$ cat config.mk
export PLATFORM = sky130hd
export DESIGN_NAME = tcp_tx_hdr_gen_flat
export DESIGN_NICKNAME = d
export VERILOG_FILES = /design/src/rtl/tcp_tx_hdr_gen_if.sv /design/src/rtl/tcp_tx_hdr_gen.sv /design/src/flat_wrapper.sv
export SDC_FILE = /design/constraint.sdc
export NUM_CORES = 1
export LEC_CHECK = 0
export ABC_CLOCK_PERIOD_IN_PS = 4550
export CAP_MARGIN = 25
export CORE_UTILIZATION = 45
export CTS_BUF_LIST = sky130_fd_sc_hd__clkbuf_8
export DETAILED_ROUTE_END_ITERATION = 8
export PLACE_DENSITY = 0.72
export SETUP_SLACK_MARGIN = 0.02
export SLEW_MARGIN = 15
export SYNTH_ARGS = -nofsm -noshare
export SYNTH_HDL_FRONTEND = slang
export SYNTH_SLANG_ARGS = --single-unit
$ cat constraint.sdc
create_clock -name i_clk -period 4.55 [get_ports i_clk]
set_clock_uncertainty 0.05 [all_clocks]
set_input_delay 1.1375 -clock i_clk [delete_from_list [all_inputs] [get_ports i_clk]]
set_output_delay 1.1375 -clock i_clk [all_outputs]
set_load 0.02 [all_outputs]
$ cat src/rtl/tcp_tx_hdr_gen_if.sv
// Command and header-descriptor channels between the TCP connection FSM,
// the TCP header generator and the header serializer.
interface tcp_tx_hdr_gen_if;
    logic [2:0]  i_tx_ctrl;
    logic [15:0] i_tx_len;
    logic        i_tx_ctrl_valid;
    logic        o_tx_ctrl_ack;
    logic [31:0] o_seq_number;
    logic [31:0] o_ack_number;
    logic [7:0]  o_flags;
    logic [15:0] o_window_size;
    logic [15:0] o_payload_len;
    logic        o_hdr_valid;
    logic        i_hdr_ready;

    modport master (
        output i_tx_ctrl, i_tx_len, i_tx_ctrl_valid, i_hdr_ready,
        input  o_tx_ctrl_ack, o_seq_number, o_ack_number, o_flags,
               o_window_size, o_payload_len, o_hdr_valid
    );

    modport slave (
        input  i_tx_ctrl, i_tx_len, i_tx_ctrl_valid, i_hdr_ready,
        output o_tx_ctrl_ack, o_seq_number, o_ack_number, o_flags,
               o_window_size, o_payload_len, o_hdr_valid
    );
endinterface

$ cat src/rtl/tcp_tx_hdr_gen.sv
// TCP transmit header generator: queues control commands, tracks SND.NXT and
// emits one header descriptor per command. Optional counters: TCP_TX_HDR_STATS_EN.
module tcp_tx_hdr_gen #(
    parameter int          CMD_DEPTH  = 4,
    parameter logic [31:0] ISN        = 32'h0000_0000,
    parameter logic [15:0] DEF_WINDOW = 16'hFFFF
) (
    input  logic               i_clk,
    input  logic               i_rst,
    tcp_tx_hdr_gen_if.slave    bus,
    input  logic [31:0]        i_rcv_nxt,
    input  logic [15:0]        i_rcv_wnd,
    input  logic               i_rcv_wnd_valid,
    output logic [31:0]        o_snd_nxt,
    output logic               o_err_cmd
`ifdef TCP_TX_HDR_STATS_EN
    ,
    output logic [31:0]        o_stat_hdrs,
    output logic [31:0]        o_stat_bytes,
    output logic [15:0]        o_stat_drops
`endif
);

    localparam int PTR_W = (CMD_DEPTH > 1) ? $clog2(CMD_DEPTH) : 1;
    localparam logic [PTR_W:0]   FULL_COUNT = (PTR_W + 1)'(CMD_DEPTH);
    localparam logic [PTR_W:0]   CNT_ONE    = (PTR_W + 1)'(1);
    localparam logic [PTR_W:0]   CNT_ZERO   = (PTR_W + 1)'(0);
    localparam logic [PTR_W-1:0] PTR_ONE    = PTR_W'(1);
    localparam logic [PTR_W-1:0] PTR_ZERO   = PTR_W'(0);

    localparam logic [2:0] CMD_NOP    = 3'd0;
    localparam logic [2:0] CMD_SYN    = 3'd1;
    localparam logic [2:0] CMD_SYNACK = 3'd2;
    localparam logic [2:0] CMD_ACK    = 3'd3;
    localparam logic [2:0] CMD_FIN    = 3'd4;
    localparam logic [2:0] CMD_RST    = 3'd5;
    localparam logic [2:0] CMD_DATA   = 3'd6;
    localparam logic [2:0] CMD_RSVD   = 3'd7;

    typedef enum logic [1:0] {
        ST_IDLE    = 2'd0,
        ST_BUILD   = 2'd1,
        ST_PRESENT = 2'd2
    } state_t;

    state_t           state_r;
    logic [18:0]      fifo_mem_r [CMD_DEPTH];
    logic [PTR_W-1:0] wr_ptr_r;
    logic [PTR_W-1:0] rd_ptr_r;
    logic [PTR_W:0]   count_r;

    logic [2:0]  cur_cmd_r;
    logic [15:0] cur_len_r;
    logic [31:0] seq_r;
    logic [31:0] ack_r;
    logic [7:0]  flags_r;
    logic [15:0] window_r;
    logic [15:0] pay_len_r;
    logic        hdr_valid_r;
    logic [31:0] snd_nxt_r;
    logic        err_r;

    logic        fifo_full_s;
    logic        fifo_empty_s;
    logic        cmd_ack_s;
    logic        push_s;
    logic        drop_s;
    logic        pop_s;
    logic        hs_s;
    logic [18:0] head_s;
    logic [7:0]  flags_s;
    logic [31:0] ack_num_s;
    logic [15:0] window_s;
    logic [15:0] pay_len_s;
    logic [31:0] adv_s;

    // Accept/queue decisions; NOP and reserved codes are acknowledged but never queued
    always_comb begin
        fifo_full_s  = (count_r == FULL_COUNT);
        fifo_empty_s = (count_r == CNT_ZERO);
        cmd_ack_s    = bus.i_tx_ctrl_valid && !fifo_full_s;
        push_s       = cmd_ack_s && (bus.i_tx_ctrl != CMD_NOP) && (bus.i_tx_ctrl != CMD_RSVD);
        drop_s       = cmd_ack_s && (bus.i_tx_ctrl == CMD_RSVD);
        pop_s        = (state_r == ST_IDLE) && !fifo_empty_s;
        hs_s         = (state_r == ST_PRESENT) && hdr_valid_r && bus.i_hdr_ready;
        head_s       = fifo_mem_r[rd_ptr_r];
    end

    // Header field derivation from the command currently being built
    always_comb begin
        flags_s   = 8'h00;
        adv_s     = 32'h0000_0000;
        pay_len_s = 16'h0000;
        case (cur_cmd_r)
            CMD_SYN:    begin flags_s = 8'h02; adv_s = 32'h0000_0001; end
            CMD_SYNACK: begin flags_s = 8'h12; adv_s = 32'h0000_0001; end
            CMD_ACK:    begin flags_s = 8'h10; end
            CMD_FIN:    begin flags_s = 8'h11; adv_s = 32'h0000_0001; end
            CMD_RST:    begin flags_s = 8'h14; end
            CMD_DATA: begin
                // PSH only makes sense when there is payload to push
                if (cur_len_r == 16'h0000) begin
                    flags_s = 8'h10;
                end else begin
                    flags_s = 8'h18;
                end
                adv_s     = {16'h0000, cur_len_r};
                pay_len_s = cur_len_r;
            end
            default: begin
                flags_s   = 8'h00;
                adv_s     = 32'h0000_0000;
                pay_len_s = 16'h0000;
            end
        endcase
        if (cur_cmd_r == CMD_SYN) begin
            ack_num_s = 32'h0000_0000;
        end else begin
            ack_num_s = i_rcv_nxt;
        end
        if (i_rcv_wnd_valid) begin
            window_s = i_rcv_wnd;
        end else begin
            window_s = DEF_WINDOW;
        end
    end

    // Command FIFO storage, pointers and occupancy
    always_ff @(posedge i_clk) begin
        if (i_rst) begin
            for (int i = 0; i < CMD_DEPTH; i++) begin
                fifo_mem_r[i] <= 19'h0_0000;
            end
            wr_ptr_r <= PTR_ZERO;
            rd_ptr_r <= PTR_ZERO;
            count_r  <= CNT_ZERO;
        end else begin
            if (push_s) begin
                fifo_mem_r[wr_ptr_r] <= {bus.i_tx_ctrl, bus.i_tx_len};
                wr_ptr_r             <= wr_ptr_r + PTR_ONE;
            end
            if (pop_s) begin
                rd_ptr_r <= rd_ptr_r + PTR_ONE;
            end
            case ({push_s, pop_s})
                2'b10:   count_r <= count_r + CNT_ONE;
                2'b01:   count_r <= count_r - CNT_ONE;
                default: count_r <= count_r;
            endcase
        end
    end

    // Header FSM: pop, build the descriptor, present it until the serializer takes it
    always_ff @(posedge i_clk) begin
        if (i_rst) begin
            state_r     <= ST_IDLE;
            cur_cmd_r   <= CMD_NOP;
            cur_len_r   <= 16'h0000;
            seq_r       <= 32'h0000_0000;
            ack_r       <= 32'h0000_0000;
            flags_r     <= 8'h00;
            window_r    <= 16'h0000;
            pay_len_r   <= 16'h0000;
            hdr_valid_r <= 1'b0;
            snd_nxt_r   <= ISN;
            err_r       <= 1'b0;
        end else begin
            err_r <= drop_s;
            case (state_r)
                ST_IDLE: begin
                    if (pop_s) begin
                        cur_cmd_r <= head_s[18:16];
                        cur_len_r <= head_s[15:0];
                        state_r   <= ST_BUILD;
                    end
                end
                ST_BUILD: begin
                    seq_r       <= snd_nxt_r;
                    ack_r       <= ack_num_s;
                    flags_r     <= flags_s;
                    window_r    <= window_s;
                    pay_len_r   <= pay_len_s;
                    hdr_valid_r <= 1'b1;
                    state_r     <= ST_PRESENT;
                end
                ST_PRESENT: begin
                    if (hs_s) begin
                        hdr_valid_r <= 1'b0;
                        snd_nxt_r   <= snd_nxt_r + adv_s;
                        state_r     <= ST_IDLE;
                    end
                end
                default: begin
                    hdr_valid_r <= 1'b0;
                    state_r     <= ST_IDLE;
                end
            endcase
        end
    end

`ifdef TCP_TX_HDR_STATS_EN
    logic [31:0] stat_hdrs_r;
    logic [31:0] stat_bytes_r;
    logic [15:0] stat_drops_r;

    // Free-running wrap-around statistics counters
    always_ff @(posedge i_clk) begin
        if (i_rst) begin
            stat_hdrs_r  <= 32'h0000_0000;
            stat_bytes_r <= 32'h0000_0000;
            stat_drops_r <= 16'h0000;
        end else begin
            if (hs_s) begin
                stat_hdrs_r  <= stat_hdrs_r + 32'h0000_0001;
                stat_bytes_r <= stat_bytes_r + {16'h0000, pay_len_r};
            end
            if (drop_s) begin
                stat_drops_r <= stat_drops_r + 16'h0001;
            end
        end
    end

    assign o_stat_hdrs  = stat_hdrs_r;
    assign o_stat_bytes = stat_bytes_r;
    assign o_stat_drops = stat_drops_r;
`endif

    assign bus.o_tx_ctrl_ack = cmd_ack_s;
    assign bus.o_seq_number  = seq_r;
    assign bus.o_ack_number  = ack_r;
    assign bus.o_flags       = flags_r;
    assign bus.o_window_size = window_r;
    assign bus.o_payload_len = pay_len_r;
    assign bus.o_hdr_valid   = hdr_valid_r;
    assign o_snd_nxt         = snd_nxt_r;
    assign o_err_cmd         = err_r;

endmodule

$ cat src/flat_wrapper.sv
// flat-port wrapper written by rule: the top's interface ports become plain ports
module tcp_tx_hdr_gen_flat 
#(
    parameter int          CMD_DEPTH  = 4,
    parameter logic [31:0] ISN        = 32'h0000_0000,
    parameter logic [15:0] DEF_WINDOW = 16'hFFFF
)
  (i_clk, i_rst, i_rcv_nxt, i_rcv_wnd, i_rcv_wnd_valid, o_snd_nxt, o_err_cmd, bus_i_tx_ctrl, bus_i_tx_len, bus_i_tx_ctrl_valid, bus_i_hdr_ready, bus_o_tx_ctrl_ack, bus_o_seq_number, bus_o_ack_number, bus_o_flags, bus_o_window_size, bus_o_payload_len, bus_o_hdr_valid);
  tcp_tx_hdr_gen_if bus_i ();
  input  logic i_clk;
  input  logic i_rst;
  input  logic [31:0] i_rcv_nxt;
  input  logic [15:0] i_rcv_wnd;
  input  logic i_rcv_wnd_valid;
  output logic [31:0] o_snd_nxt;
  output logic o_err_cmd;
  input wire logic [$bits(bus_i.i_tx_ctrl)-1:0] bus_i_tx_ctrl;
  input wire logic [$bits(bus_i.i_tx_len)-1:0] bus_i_tx_len;
  input wire logic [$bits(bus_i.i_tx_ctrl_valid)-1:0] bus_i_tx_ctrl_valid;
  input wire logic [$bits(bus_i.i_hdr_ready)-1:0] bus_i_hdr_ready;
  output wire logic [$bits(bus_i.o_tx_ctrl_ack)-1:0] bus_o_tx_ctrl_ack;
  output wire logic [$bits(bus_i.o_seq_number)-1:0] bus_o_seq_number;
  output wire logic [$bits(bus_i.o_ack_number)-1:0] bus_o_ack_number;
  output wire logic [$bits(bus_i.o_flags)-1:0] bus_o_flags;
  output wire logic [$bits(bus_i.o_window_size)-1:0] bus_o_window_size;
  output wire logic [$bits(bus_i.o_payload_len)-1:0] bus_o_payload_len;
  output wire logic [$bits(bus_i.o_hdr_valid)-1:0] bus_o_hdr_valid;
  assign bus_i.i_tx_ctrl = bus_i_tx_ctrl;
  assign bus_i.i_tx_len = bus_i_tx_len;
  assign bus_i.i_tx_ctrl_valid = bus_i_tx_ctrl_valid;
  assign bus_i.i_hdr_ready = bus_i_hdr_ready;
  assign bus_o_tx_ctrl_ack = bus_i.o_tx_ctrl_ack;
  assign bus_o_seq_number = bus_i.o_seq_number;
  assign bus_o_ack_number = bus_i.o_ack_number;
  assign bus_o_flags = bus_i.o_flags;
  assign bus_o_window_size = bus_i.o_window_size;
  assign bus_o_payload_len = bus_i.o_payload_len;
  assign bus_o_hdr_valid = bus_i.o_hdr_valid;
  tcp_tx_hdr_gen #(.CMD_DEPTH(CMD_DEPTH), .ISN(ISN), .DEF_WINDOW(DEF_WINDOW)) u_core (.i_clk(i_clk), .i_rst(i_rst), .bus(bus_i), .i_rcv_nxt(i_rcv_nxt), .i_rcv_wnd(i_rcv_wnd), .i_rcv_wnd_valid(i_rcv_wnd_valid), .o_snd_nxt(o_snd_nxt), .o_err_cmd(o_err_cmd));
endmodule
==> impl_metrics.toml, run 1 <==
[outcome]
status = "complete, no violations"

[min_path]
hold_class = "reg -> reg"
min_from = "u_core.bus.o_seq_number[26]"

[critical_path]
cpMostUsedCell = "a21oi_1"
crit_fanout = 12
worst-path-buf-inv = 1
reg2reg_from = "u_core.cur_cmd_r[1]"
ff2ff_path_depth = 12
cp-start-kind = "flop"
crit_start = "u_core.cur_cmd_r[1]"
endpoint_kind = "flop"
worst_path_max_delay_cell = "or4_1"
critPathRequiredTime_ns = 4.96
reg2reg_to = "u_core.o_snd_nxt[24]"
endpoint = "u_core.o_snd_nxt[24]"
slowest_delay_ns = 0.53
reg2reg_slack_ns = 0.92
path_depth = 12
crit_chain = "nor2b_1 -> o21a_1 -> a211oi_1 -> ha_1 -> inv_1 -> fa_1 -> nand2b_1 -> a21oi_1 -> o2111ai_1 -> and3_1 -> or4_1 -> a21oi_1"
worstPathArrival_ns = 4.04
crit_type = "reg -> reg"
critical_path.top_delay_family = "simple AND/OR/NAND/NOR gates"

[layout]
diodes = 0
area_growth_pct = 29.8
final_layout_size_suffix_gt1_share_pct = 7.96
nets = 1367

[yosys]
synth_flop_cell = "dfxtp_1"
synth-edff-count = 76
ys_ff_latch = 239
ys.warnings.count = 0
yosysMostFrequentCell = "nand2_1"
ys_types = 60
async_reset_ff_share_pct = 0
synth.top_cell.area_share_pct = 31.7
yosysSeqAreaShare_pct = 53.9
avgSynthCellArea_sq_um = 9.47
synth_cells = 1085
ys_top_cells_by_count = "197 x nand2_1, 163 x dfxtp_1, 118 x a21oi_1, 112 x nor2_1, 76 x edfxtp_1"
yosys-top-cells-area = "dfxtp_1 32%, edfxtp_1 22%, nand2_1 7.2%"
mappedNetlistArea_sq_um = 10300
synth_top_area_cell = "dfxtp_1"

[clock_network]
clkTransAtPathRegs_ns = 0.06
post_cts_buffers = 0
cts_root_buf = "clkbuf_8"
clk_latency_ns = 0.54
cts_resized = 0
cts-htree-levels = 2
numCtsBuffers = 41
ctsHoldBuffers = 0
cts_sinks = 239
cts.path.max_buffers = 3
cts_tree = "done"

[die]
std_cell_rows = 54
die-area_sq_um = 23500
die_w_microns = 153
die_h_microns = 153
io_pins = 211
initial_utilization_pct = 46.5
core_sq_um = 22100

[grt]
antenna_found_initial = 0
grt_use_total_pct = 22.3
grt.overflow.total = 0
grt_pass1_wl_microns = 42100
grt_start_max_net_pins = 107
grt_pass1_vias = 8286

[place]
hpwlAfterDp_microns = 17700
portBuffers = 207
gp_congestion = 0.898

[timing]
finalHoldViolations = 0
holdWs_ns = 0.402
fin_crit_ns = 3.63
post-route-period-util_pct = 79.8
worst_slew_pin_slew_ns = 0.990
fin_setup_tns_ns = 0
rsz0062_at_grt = "false"
slew_headroom_pct = 33.9
fmaxAchievable_mhz = 275
setup_viol = 0
final_max_slew_viol_count = 0

[routing]
antenna_left = 0
wl_per_cell_microns = 16.4
vias_per_cell = 5.33
drc = 0
wl_microns = 25900
dr.pass1.iters = 5
first_iter_violations = 552
vias = 8449

[flow_run]
max-cap-violations = 0

[power_and_ir_drop]
p_clk_share_pct = 29.9
power.density_nw_per_um2 = 460
power_switching_mw = 2.02
p_leak_nw = 4.81
internal-power_mw = 4.12
p_comb_share_pct = 26.6
p_seq_share_pct = 43.5
peakVddDrop_v = 0.000293
p_sw_share_pct = 32.9
==> how the worst min path moves through the flow <==
stage                                         to  cells past startpoint
finish               u_core.bus.o_seq_number[26]                      2
global route         u_core.bus.o_seq_number[25]                      2
CTS                 u_core.bus.o_payload_len[10]                      2
detailed placement  u_core.bus.o_payload_len[10]                      2
global placement     u_core.bus.o_seq_number[29]                      2
floorplan                   u_core.cur_len_r[10]                      2
==> placed cells by master, fill, tap and decap left out, drive strengths merged, types with 3 or more instances in the layout <==
master,instances
inv,48
dfxtp,163
and2,33
ha,17
nor2,112
nand3,19
a211oi,3
mux4,19
nand2b,8
xor2,5
mux2,3
o21ai,18
conb,3
o31ai,10
nand2,198
or4,9
nor3,28
clkdlybuf4s50,206
edfxtp,76
clkbuf,49
clkinv,11
xnor2,14
buf,14
a21oi,118
o21a,3
nand4,7
nor2b,6
or3,7
and3,5
nor4,5
a21o,4
nor3b,17
o211ai,5
a22oi,34
==> power by group through the flow <==
stage	clock network, mW	logic [mW]	registers, mW
2_1_floorplan	0	0.968	2.77
5_1_grt	1.99	1.80	2.70
3_3_place_gp	0	1.61	2.70
4_1_cts	1.89	1.66	2.67
6_report	1.84	1.64	2.67
3_5_place_dp	0	1.65	2.71
==> stage by stage <==
| stage | setup slack, ns | utilization (%) | power (mW) | cell area (sq um) | std cells |
|---|---|---|---|---|---|
| after floorplan | 1.09 | - | 3.74 | 10300 | 1087 |
| after global placement | 0.983 | 56.6 | 4.31 | 12500 | 1511 |
| after detailed placement | 0.874 | 56.8 | 4.36 | 12500 | 1512 |
| after CTS | 0.917 | 60.3 | 6.21 | 13300 | 1585 |
| after global routing | 0.672 | 60.4 | 6.48 | 13300 | 1586 |
| final | 0.920 | 60.4 | 6.14 | 13300 | 1586 |
==> state kept, by name (all words and copies together) (netlist names), 5 cells and up <==
| register | cells |
|---|---|
| u_core.cur_len_r | 16 |
| u_core.bus.o_ack_number | 32 |
| u_core.o_snd_nxt | 32 |
| u_core.bus.o_flags | 5 |
| u_core.bus.o_payload_len | 16 |
| u_core.fifo_mem_r | 76 |
| u_core.bus.o_seq_number | 32 |
| u_core.bus.o_window_size | 16 |
==> logic make-up after synthesis <==
| logic type | Yosys count | synth area share [%] |
|---|---|---|
| flops | 239 | 53.9 |
| mux | 23 | 4.59 |
| compound gates | 211 | 12.3 |
| fa+ha+maj | 19 | 2.46 |
| other cells | 1 | 0.0365 |
| simple gates | 463 | 20.8 |
| buf+inv | 110 | 4.24 |
| xor+xnor | 19 | 1.62 |
==> routing by layer <==
layer  track usage, %  vias to the layer above  share of wire [%]
li1                 -                     4152                  -
met1             27.7                     4009                 43
met2             38.6                      224                 50
met3             3.94                       64                4.5
met4             8.42                        0                2.8
met5                0                        -                  0
==> layout make-up <==
type / count / area (sq um)
tap: 280 / 350
timing repair buffer: 220 / 2200
inverter: 36 / 135
clock inverter: 24 / 109
fill: 1905 / 8750
sequential: 239 / 5550
multi-input combinational: 738 / 4330
clock buffer: 49 / 674
==> tightest hold or removal path, stage by stage (launching register included) <==
cell and delay [ns]:
dfxtp_1 0.30, nand2_1 0.05, a21oi_1 0.05
No activity file was read; power rests on OpenSTA's default activity.
==> run 2, diff against run 1 <==
--- a/config.mk
+++ b/config.mk
@@ -5,7 +5,7 @@
 export SDC_FILE = /design/constraint.sdc
 export NUM_CORES = 1
 export LEC_CHECK = 0
-export ABC_CLOCK_PERIOD_IN_PS = 4550
+export ABC_CLOCK_PERIOD_IN_PS = 3500
 export CAP_MARGIN = 25
 export CORE_UTILIZATION = 45
 export CTS_BUF_LIST = sky130_fd_sc_hd__clkbuf_8
==> constraint.sdc (replaced) <==
create_clock -name i_clk -period 3.5 [get_ports i_clk]
set_clock_uncertainty 0.05 [all_clocks]
set_input_delay 0.875 -clock i_clk [delete_from_list [all_inputs] [get_ports i_clk]]
set_output_delay 0.875 -clock i_clk [all_outputs]
set_load 0.02 [all_outputs]
==> run 2 against run 1 <==
Compared with the run above:
- via count is 0.12% higher
- routed wire length is essentially flat
- first-iteration DRC count decreased by 6.0%
- non-clock buffer count rose by 12
- global-route usage down 0.19 points
- die area did not move
- register-to-register slack worse by 0.65 ns
- combinational power is 32% higher
- worst hold slack got worse by 0.0012 ns
==> impl_metrics.toml, run 2 (synthesized netlist as in run 1, its figures left out) <==
[die]
core_sq_um = 22100
io_pins = 211
std_cell_rows = 54
die_w_microns = 153
initial_utilization_pct = 46.5
die_h_microns = 153
die-area_sq_um = 23500

[clock_network]
cts_sinks = 239
numCtsBuffers = 41
cts_root_buf = "clkbuf_8"
ctsHoldBuffers = 0
clkTransAtPathRegs_ns = 0.06
cts-htree-levels = 2
cts_tree = "done"
cts.path.max_buffers = 3
post_cts_buffers = 0
clk_latency_ns = 0.53

[routing]
wl_microns = 25900
dr.pass1.iters = 5
wl_per_cell_microns = 16.2
vias_per_cell = 5.30
drc = 0
first_iter_violations = 519
vias = 8459
antenna_left = 0

[power_and_ir_drop]
power.density_nw_per_um2 = 598
p_leak_nw = 4.88
peakVddDrop_v = 0.000376

[layout]
regMostFlops = "u_core.fifo_mem_r"
layout_common_cells = "206 x clkdlybuf4s50_1, 197 x nand2_1, 163 x dfxtp_1"
final_common_cell = "clkdlybuf4s50_1"
final_layout_size_suffix_gt1_share_pct = 8.81
largest_reg_flops = 76
final_util_pct = 60.7
diodes = 0
final_cell_count_no_fill = 1596
nets = 1379
area_growth_pct = 30.5

[place]
gp_congestion = 0.897
place_inst = 1525
portBuffers = 207
hpwlAfterDp_microns = 17800

[timing]
setup_viol = 0
rsz0062_at_grt = "false"
post-route-period-util_pct = 92.2
fin_crit_ns = 3.23
fin_setup_tns_ns = 0
fmaxAchievable_mhz = 310
holdWs_ns = 0.401
finalHoldViolations = 0
slew_headroom_pct = 32.3
final_max_slew_viol_count = 0
worst_slew_pin_slew_ns = 1.01

[critical_path]
cp-start-kind = "flop"
crit_chain = "nor2b_1 -> o21a_1 -> a211oi_1 -> buf_4 -> ha_1 -> inv_1 -> fa_1 -> nand2b_1 -> a21oi_2 -> o2111ai_1 -> and3_2 -> or4_1 -> a21oi_1"
crit_fanout = 12
worst_path_max_delay_cell = "or4_1"
worst-path-buf-inv = 2
worstPathArrival_ns = 3.62
slowest_delay_ns = 0.51
crit_type = "reg -> reg"
critPathRequiredTime_ns = 3.89
critical_path.top_delay_family = "simple AND/OR/NAND/NOR gates"
endpoint_kind = "flop"

[outcome]
status = "complete, no violations"

[grt]
grt_use_total_pct = 22.1
grt_pass1_wl_microns = 41900
grt_pass1_vias = 8153
grt_start_max_net_pins = 73
grt.overflow.total = 0
antenna_found_initial = 0

[flow_run]
max-cap-violations = 0

[min_path]
hold_class = "reg -> reg"
run 2: cell count changes in the layout (fill, tap and decap cells not counted), sizes merged:
cell,before,now
inv,48,52
buf,14,26
clkinv,11,4
bufinv,0,1
run 2: report_power, final:
| part | total (mW) | switching (mW) | internal, mW |
|---|---|---|---|
| combinational | 2.17 | 1.28 | 0.890 |
| sequential | 3.45 | 0.232 | 3.22 |
| clock | 2.41 | 1.07 | 1.33 |
| total | 8.03 | 2.59 | 5.44 |
run 2: path summary, 6_finish.rpt:
path,depth (start not counted),slack [ns],to,from
worst min-delay path,2,0.40,u_core.bus.o_seq_number[3],u_core.bus.o_seq_number[3]
worst max register to register,13,0.27,u_core.o_snd_nxt[24],u_core.cur_len_r[0]
worst max-delay path,13,0.27,u_core.o_snd_nxt[24],u_core.cur_len_r[0]
worst min register to register,2,0.40,u_core.bus.o_seq_number[3],u_core.bus.o_seq_number[3]
run 2: metrics by stage:
step	setup WS (ns)	power, mW	instance area, sq um
CTS	0.191	8.10	13400
global route	0.0180	8.47	13400
finish	0.273	8.03	13400
global placement	0.203	5.65	12600
detailed placement	0.114	5.70	12600
floorplan	0.273	4.86	10300
run 2: metal layers:
| layer | GRT usage, % | share of wire (%) | up-vias |
|---|---|---|---|
| met5 | 0 | 0 | - |
| met4 | 7.26 | 2.7 | 0 |
| met3 | 3.66 | 4.2 | 58 |
| met2 | 38.9 | 50 | 202 |
| met1 | 27.4 | 43 | 4022 |
| li1 | - | - | 4177 |
run 2: repair_timing:
item	CTS	global route
setup endpoints to repair	0	7
gates resized for setup	0	2
endpoints found under the hold margin	0	0
run 2: worst reg2reg max path, stage by stage, from the launching register on:
cell	delay, ns
dfxtp_1	0.36
nor2b_1	0.07
o21a_1	0.17
a211oi_1	0.22
buf_4	0.16
ha_1	0.17
inv_1	0.06
fa_1	0.37
nand2b_1	0.20
a21oi_2	0.16
o2111ai_1	0.17
and3_2	0.33
or4_1	0.51
a21oi_1	0.14
run 2: area by class of cell:
cell class | instances | area, sq um
Tap cell | 280 | 350
Sequential cell | 239 | 5550
Inverter | 36 | 135
Timing Repair Buffer | 232 | 2260
Clock buffer | 49 | 674
Clock inverter | 22 | 116
Multi-Input combinational cell | 738 | 4340
Fill cell | 1887 | 8680
==> run 3, diff against run 2 <==
--- a/config.mk
+++ b/config.mk
@@ -5,7 +5,7 @@
 export SDC_FILE = /design/constraint.sdc
 export NUM_CORES = 1
 export LEC_CHECK = 0
-export ABC_CLOCK_PERIOD_IN_PS = 3500
+export ABC_CLOCK_PERIOD_IN_PS = 3600
 export CAP_MARGIN = 25
 export CORE_UTILIZATION = 45
 export CTS_BUF_LIST = sky130_fd_sc_hd__clkbuf_8
==> constraint.sdc (replaced) <==
create_clock -name i_clk -period 3.6 [get_ports i_clk]
set_clock_uncertainty 0.05 [all_clocks]
set_input_delay 0.9 -clock i_clk [delete_from_list [all_inputs] [get_ports i_clk]]
set_output_delay 0.9 -clock i_clk [all_outputs]
set_load 0.02 [all_outputs]
==> run 3 against run 2 <==
Compared with the run above:
- sequential cell count is the same
- critical path depth decreased by 1
- register-to-register slack better by 0.04 ns
- cell count decreased by 0.31%
- highest routed layer unchanged
==> impl_metrics.toml, run 3 (synthesized netlist as in run 1, its figures left out) <==
[critical_path]
endpoint_kind = "flop"
worstPathArrival_ns = 3.69
worst_path_max_delay_cell = "or4_1"
reg2reg_slack_ns = 0.32
cp-start-kind = "flop"
critPathRequiredTime_ns = 4.00
crit_fanout = 12
worst-path-buf-inv = 2
slowest_delay_ns = 0.47
crit_chain = "o21a_1 -> a211oi_1 -> buf_4 -> ha_1 -> inv_1 -> fa_1 -> nand2b_1 -> a21oi_2 -> o2111ai_1 -> and3_4 -> or4_1 -> a21oi_1"
critical_path.top_delay_family = "compound AO/OA/AOI/OAI gates"
crit_type = "reg -> reg"

[layout]
layout_common_cells = "206 x clkdlybuf4s50_1, 197 x nand2_1, 163 x dfxtp_1"
nets = 1374
final_layout_size_suffix_gt1_share_pct = 8.24
area_growth_pct = 30.0
final_common_cell = "clkdlybuf4s50_1"
largest_reg_flops = 76
regMostFlops = "u_core.fifo_mem_r"
design_area_sq_um = 13400
diodes = 0

[grt]
grt_use_total_pct = 22.3
antenna_found_initial = 0
grt.overflow.total = 0
grt_pass1_vias = 8256
grt_pass1_wl_microns = 42200
grt_start_max_net_pins = 74

[min_path]
hold_class = "reg -> reg"

[clock_network]
cts_tree = "done"
clk_latency_ns = 0.53
cts.path.max_buffers = 3
cts_root_buf = "clkbuf_8"
numCtsBuffers = 40
cts_sinks = 239
ctsHoldBuffers = 0
clkTransAtPathRegs_ns = 0.06
cts-htree-levels = 2

[routing]
wl_microns = 26100
drc = 0
antenna_left = 0
first_iter_violations = 514
vias = 8406
dr.pass1.iters = 5
vias_per_cell = 5.28
wl_per_cell_microns = 16.4

[timing]
setup_viol = 0
fin_setup_tns_ns = 0
slew_headroom_pct = 36.5
final_max_slew_viol_count = 0
post-route-period-util_pct = 91.2
fmaxAchievable_mhz = 304
rsz0062_at_grt = "false"
fin_crit_ns = 3.28
worst_slew_pin_slew_ns = 0.953
finalHoldViolations = 0

[power_and_ir_drop]
peakVddDrop_v = 0.000343
p_total_mw = 7.73
power.density_nw_per_um2 = 578
p_leak_nw = 4.84

[die]
initial_utilization_pct = 46.5
io_pins = 211
die-area_sq_um = 23500
die_w_microns = 153
std_cell_rows = 54
die_h_microns = 153
core_sq_um = 22100

[flow_run]
max-cap-violations = 0

[place]
place_area_sq_um = 12600
gp_congestion = 0.909
hpwlAfterDp_microns = 17900
portBuffers = 207

[outcome]
status = "complete, no violations"
==> run 3: cell count changes in the layout (fill, tap and decap cells not counted), sizes merged <==
cell	change
buf	-4
clkinvlp	+1
clkbuf	-4
clkinv	+2
==> run 3: path summary, 6_finish.rpt <==
path / start / end / cells after the start
setup / recovery: u_core.cur_cmd_r[0] / u_core.o_snd_nxt[30] / 12
hold / removal: u_core.bus.o_seq_number[6] / u_core.bus.o_seq_number[6] / 2
setup reg to reg: u_core.cur_cmd_r[0] / u_core.o_snd_nxt[30] / 12
hold reg to reg: u_core.bus.o_seq_number[6] / u_core.bus.o_seq_number[6] / 2
==> run 3: repair_timing <==
item / 4_1_cts / 5_1_grt
buffers inserted: 0 / 0
endpoints found under the setup margin: 0 / 8
hold endpoints to repair: 0 / 0
resized for setup: 0 / 4
==> run 3: per-layer routing <==
metal,global-route usage (%),share of wire (%)
met5,0,0
met4,8.42,2.2
met3,3.91,4.7
met2,38.5,50
met1,27.9,43
==> run 3: stage by stage <==
stage,setup WS (ns),utilization (%),instances,hold WS [ns]
floorplan,0.373,-,1087,0.394
detailed placement,0.165,57.0,1521,0.396
global placement,0.266,57.0,1521,0.392
CTS,0.143,60.4,1591,0.404
global route,0.0610,60.5,1591,0.424
finish,0.315,60.5,1591,0.402
==> run 3: worst min-delay path: cells and delay by family, from the launching register on <==
kind / cells / cell delay [ns]
and+or+nand+nor: 1 / 0.05
AOI/OAI and AO/OA: 1 / 0.05
DFF: 1 / 0.30
==> run 3: final cells by class <==
type                            instances  area, sq um
Multi-Input combinational cell        738         4340
Sequential cell                       239         5550
Tap cell                              280          350
Fill cell                            1923         8730
Timing Repair Buffer                  228         2240
Inverter                               36          135
Clock buffer                           45          619
Clock inverter                         25          129
==> run 3: power by group <==
| group | leakage (nW) | internal (mW) | switching [mW] | total (mW) |
|---|---|---|---|---|
| clock | 0.435 | 1.21 | 1.05 | 2.26 |
| sequential | 2.11 | 3.13 | 0.239 | 3.36 |
| combinational | 2.29 | 0.857 | 1.24 | 2.10 |
